## src/rtl/mem_unit.sv

```systemverilog
// Word-addressed data/instruction memory with req/ack handshake and programmable wait states.
// Optional read/write access counters are compiled in when MEM_STATS_EN is defined.
module mem_unit #(
    parameter int DATA_W      = 16,
    parameter int ADDR_W      = 8,
    parameter int DEPTH       = 128,
    parameter int WAIT_CYCLES = 1
) (
    input  logic              Clk,
    input  logic              Reset_n,
    input  logic              req,
    input  logic              we,
    input  logic [ADDR_W-1:0] addr,
    input  logic [DATA_W-1:0] wdata,
    output logic [DATA_W-1:0] rdata,
    output logic              ack,
    output logic              busy,
    output logic              err
`ifdef MEM_STATS_EN
    ,
    output logic [15:0]       rd_count,
    output logic [15:0]       wr_count
`endif
);

    localparam int IDX_W = (DEPTH > 1) ? $clog2(DEPTH) : 1;
    localparam logic [ADDR_W:0] DEPTH_LIM = (ADDR_W + 1)'(DEPTH);
    localparam logic [3:0] WAIT_INIT = (WAIT_CYCLES > 0) ? 4'(WAIT_CYCLES - 1) : 4'd0;

    typedef enum logic [1:0] {
        S_IDLE,
        S_WAIT,
        S_ACCESS
    } state_t;

    state_t state;
    state_t next_state;

    logic [3:0]        wait_cnt;
    logic [ADDR_W-1:0] addr_q;
    logic              we_q;
    logic [DATA_W-1:0] wdata_q;
    logic [DATA_W-1:0] mem [DEPTH];

    logic             accept;
    logic             in_range;
    logic [IDX_W-1:0] idx;

    assign accept   = (state == S_IDLE) && req;
    assign in_range = ({1'b0, addr_q} < DEPTH_LIM);
    assign idx      = addr_q[IDX_W-1:0];

    always_ff @(posedge Clk or negedge Reset_n) begin
        if (!Reset_n) begin
            state <= S_IDLE;
        end else begin
            state <= next_state;
        end
    end

    always_comb begin
        next_state = state;
        case (state)
            S_IDLE: begin
                if (req) begin
                    next_state = (WAIT_CYCLES > 0) ? S_WAIT : S_ACCESS;
                end
            end
            S_WAIT: begin
                if (wait_cnt == 4'd0) begin
                    next_state = S_ACCESS;
                end
            end
            S_ACCESS: next_state = S_IDLE;
            default:  next_state = S_IDLE;
        endcase
    end

    // Operands are latched only on accept, so requests seen while busy cannot disturb them.
    always_ff @(posedge Clk or negedge Reset_n) begin
        if (!Reset_n) begin
            ack      <= 1'b0;
            busy     <= 1'b0;
            err      <= 1'b0;
            rdata    <= '0;
            wait_cnt <= 4'd0;
            addr_q   <= '0;
            we_q     <= 1'b0;
            wdata_q  <= '0;
        end else begin
            ack <= 1'b0;
            if (accept) begin
                addr_q   <= addr;
                we_q     <= we;
                wdata_q  <= wdata;
                busy     <= 1'b1;
                wait_cnt <= WAIT_INIT;
            end
            if (state == S_WAIT && wait_cnt != 4'd0) begin
                wait_cnt <= wait_cnt - 4'd1;
            end
            if (state == S_ACCESS) begin
                ack  <= 1'b1;
                busy <= 1'b0;
                err  <= !in_range;
                if (!in_range) begin
                    rdata <= '0;
                end else if (we_q) begin
                    rdata <= wdata_q;
                end else begin
                    rdata <= mem[idx];
                end
            end
        end
    end

    // The array has no reset; a reset forces IDLE so an aborted store never lands.
    always_ff @(posedge Clk) begin
        if (state == S_ACCESS && we_q && in_range) begin
            mem[idx] <= wdata_q;
        end
    end

`ifdef MEM_STATS_EN
    always_ff @(posedge Clk or negedge Reset_n) begin
        if (!Reset_n) begin
            rd_count <= 16'd0;
            wr_count <= 16'd0;
        end else if (state == S_ACCESS && in_range) begin
            if (we_q) begin
                if (wr_count != 16'hFFFF) begin
                    wr_count <= wr_count + 16'd1;
                end
            end else begin
                if (rd_count != 16'hFFFF) begin
                    rd_count <= rd_count + 16'd1;
                end
            end
        end
    end
`endif

endmodule

```

## config.mk

```make
export PLATFORM = sky130hd
export DESIGN_NAME = mem_unit
export DESIGN_NICKNAME = d
export VERILOG_FILES = /design/src/rtl/mem_unit.sv
export SDC_FILE = /design/constraint.sdc
export NUM_CORES = 2
export LEC_CHECK = 0
export ABC_AREA = 1
export BUFFER_PORTS_ARGS = -buffer_cell sky130_fd_sc_hd__buf_2
export CORE_UTILIZATION = 45
export CTS_CLUSTER_DIAMETER = 30
export CTS_CLUSTER_SIZE = 12
export DETAILED_ROUTE_END_ITERATION = 8
export RECOVER_POWER = 100
export SYNTH_ARGS = -nofsm -noshare
export SYNTH_HDL_FRONTEND = slang
export SYNTH_SLANG_ARGS = --single-unit
```

## constraint.sdc

```tcl
create_clock -name Clk -period 2.31 [get_ports Clk]
set_input_delay 0.3465 -clock Clk [delete_from_list [all_inputs] [get_ports Clk]]
set_output_delay 0.3465 -clock Clk [all_outputs]
set_load 0.01 [all_outputs]
```

==> impl_metrics.ini <==
[status]
outcome = finished, violations left
violations = capacitance limit, slew limit, setup timing

[worst_setup_path]
cp.required_ns = 3.15
crit_fanout = 10
cpMostUsedCell = nand2_1
critPathSlowestCell = dfrtp_4
max_stage_delay_ns = 0.51
cp-start-kind = register
crit_type = reg -> reg
cp-end-kind = register
crit_chain = buf_12 -> buf_16 -> buf_4 -> clkbuf_16 -> nand2_1 -> nand2_1 -> nand2_1 -> nand2_1 -> nand2_1 -> nand2_2 -> buf_12 -> nand2_4 -> nand2_1 -> nor2_1 -> buf_4 -> nor2_1 -> nor2_2 -> nand3_4 -> nand2_1 -> nand2_1
crit_arrival_ns = 3.57

[power]
powerDensity_mw_per_mm2 = 1480
power_frac_seq_pct = 29.3
intPower_mw = 110
clockPowerShare_pct = 37.6
p_leak_nw = 48.0
peakVddDrop_mv = 0.933
total_power_mw = 171
comb_power_share_pct = 33.1
switching_share_pct = 35.6
p_sw_mw = 60.8

[global_routing]
grt_pass1_vias = 64327
grt_pass1_wl_mm = 413
antenna_found_initial = 9
grt-ovfl-total = 0
grt_use_total_pct = 28.2
grt_max_degree = 77

[clocking]
cts_root_buffer = clkbuf_16
numCtsBuffers = 448
cts.clk_slew.worst_paths_ns = 0.05
clock_path_buffers = 4
clk_latency_ns = 0.96
tritoncts = built
cts_max_level = 5
clkSinkCount = 2098

[timing]
timing.final.crit_share_pct = 118
rsz0062_at_grt = true
finalSetupViolCount = 2362
worstMarginPinSlew_ns = 1.81
relSlewSlack_pct = -20.8
maxSlewViolCount = 90
skew_ns = 0.0648
max_clock_freq_mhz = 367
finalHoldViolations = 0
setup_slack_ns = -0.411
fin_tns_setup_ns = -269.46
min_period_ns = 2.72

[layout]
areaGrowthSynthToFinish_pct = 32.1
layout.nets = 9363
final_util_pct = 60.0
final_cells = 12225
final_area_mm2 = 0.116
drive_gt1_share_pct = 19.6
nFillCells = 15116

[routing]
drt_first_pass_iters = 5
ant_nets = 0
drt_iter0_drc = 7015
routed-via-count = 65256
wl_mm = 280
drc_errors = 0
vias_per_cell = 5.34
post_drt_wl_per_cell_um = 22.9

[synthesis]
ys_warn_count = 0
postSynth.asyncResetShare_pct = 2.38
synth-seq-cells = 2098
synth-seq-area-share_pct = 71.6
syn_avg_cell_area_um2 = 10.5
synthesis.nets = 8399
syn_area_mm2 = 0.0876
syn_inst = 8370
synth_top_flop_cell = edfxtp_1
synth_cell_types = 32
synth_edf_count = 2048

[placement]
io_buffers = 46
hpwl_mm = 166
placed_area_mm2 = 0.0974
gp_congestion = 0.949
placedCellCount = 11275

[die]
die_w_um = 443
core-area_mm2 = 0.193
start_util_pct = 45.4
die_h_um = 443
num_rows = 161
dieArea_mm2 = 0.196
io_pins = 47

[min_path]
worstHoldPathType = in -> reg

[flow_run]
drv_cap = 3
-- sequential cells by signal, indices dropped and copies added (netlist names) --
name	cells
err	1
addr_q	8
mem	2048
busy	1
state	2
ack	1
rdata	16
wait_cnt	4
we_q	1
wdata_q	16
-- stage by stage --
stage	hold WS (ns)	setup WS [ns]
6_report	0.0954	-0.411
5_1_grt	0.0517	-0.508
4_1_cts	0.0503	-0.312
3_5_place_dp	0.417	-0.665
3_3_place_gp	0.419	-0.665
2_1_floorplan	0.0509	-0.210
-- cell usage in the layout (no fill, tap or decap), types with 40 or more instances in the layout --
master / netlist / layout
nor2_1: 297 / 170
nand2_1: 5021 / 4906
clkbuf_16: 0 / 461
buf_4: 26 / 509
clkinvlp_4: 0 / 59
dlygate4sd3_1: 0 / 47
nand2_2: 2 / 106
clkinv_2: 0 / 61
a21oi_1: 183 / 180
bufinv_16: 0 / 70
clkinv_1: 2 / 61
inv_1: 69 / 64
buf_2: 252 / 40
o21ai_0: 91 / 84
nand3_1: 53 / 41
nor2_2: 3 / 80
nor2_4: 1 / 51
clkbuf_1: 101 / 50
buf_12: 0 / 196
edfxtp_1: 2048 / 2048
-- layer usage --
layer	part of all wire (%)	GRT usage, %	routed length, µm
met1	40	37.8	111000
met4	5.0	13.9	13900
met2	46	44.6	129000
met3	8.9	4.81	24800
met5	0.011	0	32
-- path summary, 6_finish.rpt --
kind,slack [ns],depth (start not counted),start,to
worst max-delay path,-0.41,20,addr_q[0]$_DFFE_PN0P_,rdata[13]$_DFFE_PN0P_
worst min-delay path,0.1,3,addr[0],addr_q[0]$_DFFE_PN0P_
worst max register to register,-0.41,20,addr_q[0]$_DFFE_PN0P_,rdata[13]$_DFFE_PN0P_
worst min register to register,0.48,2,rdata[9]$_DFFE_PN0P_,rdata[9]$_DFFE_PN0P_
max in group asynchronous,0.08,4,Reset_n,addr_q[2]$_DFFE_PN0P_
min in group asynchronous,0.85,4,Reset_n,wait_cnt[3]$_DFFE_PN0P_
-- worst max-delay path, delay by kind of cell, from the launching register on --
family / cells / cell delay (ns)
buffers and inverters: 6 / 0.96
and+or+nand+nor: 14 / 1.10
DFF: 1 / 0.51
-- area by class of cell --
class	count	area [µm²]	area share, %
Tap cell	2526	3160	2.73
Clock buffer	492	11500	9.95
Multi-Input combinational cell	5761	23400	20.2
Clock inverter	317	3720	3.21
Timing Repair Buffer	944	10800	9.35
Sequential cell	2098	62800	54.2
Antenna cell	6	15.0	0.0130
Timing Repair inverter	1	16.3	0.0140
Inverter	80	347	0.299
-- cells by family (layout without fill, tap and decap cells) --
logic type / after synthesis / count (layout) / share of synthesized area, %
DFF: 2098 / 2098 / 71.6
and+or+nand+nor: 5417 / 5417 / 23.4
AOI/OAI and AO/OA: 341 / 341 / 2.04
adders and majority gates: 1 / 1 / 0.0143
xor gates and xnor gates: 2 / 2 / 0.0200
other: 0 / 6 / 0
buffers and inverters: 511 / 1834 / 2.88
-- power groups by stage --
stage	clock (mW)	combinational, mW	sequential, mW
5_1_grt	66.6	60.7	50.0
3_5_place_dp	0	50.6	50.6
6_report	64.2	56.6	50.0
4_1_cts	64.7	55.7	49.9
2_1_floorplan	0	24.4	51.4
3_3_place_gp	0	50.3	50.6
-- synth_stat cells (11+ instances only) --
| cell type | instances | area share, % |
|---|---|---|
| nand2_1 | 5021 | 22 |
| edfxtp_1 | 2048 | 70 |
| nor2_1 | 297 | 1.3 |
| buf_2 | 252 | 1.4 |
| a21oi_1 | 183 | 1.0 |
| clkbuf_1 | 101 | 0.43 |
| o21ai_0 | 91 | 0.52 |
| inv_1 | 69 | 0.30 |
| nand3_1 | 53 | 0.30 |
| dfrtp_1 | 50 | 1.4 |
| o21ai_1 | 33 | 0.19 |
| buf_1 | 26 | 0.11 |
| buf_4 | 26 | 0.22 |
| buf_6 | 26 | 0.33 |
| nand4_1 | 26 | 0.19 |
| a22oi_1 | 16 | 0.14 |
| o211ai_1 | 11 | 0.094 |
-- timing repair --
action / 4_1_cts / 5_1_grt
setup endpoints to repair: 1913 / 2067
gates cloned: 34 / 8
endpoints found under the hold margin: 76 / 0
resized for setup: 306 / 118
setup buffers: 31 / 17
hold buffers: 48 / 0
pin swaps: 42 / 23
Power figures use the tool's default switching activity.
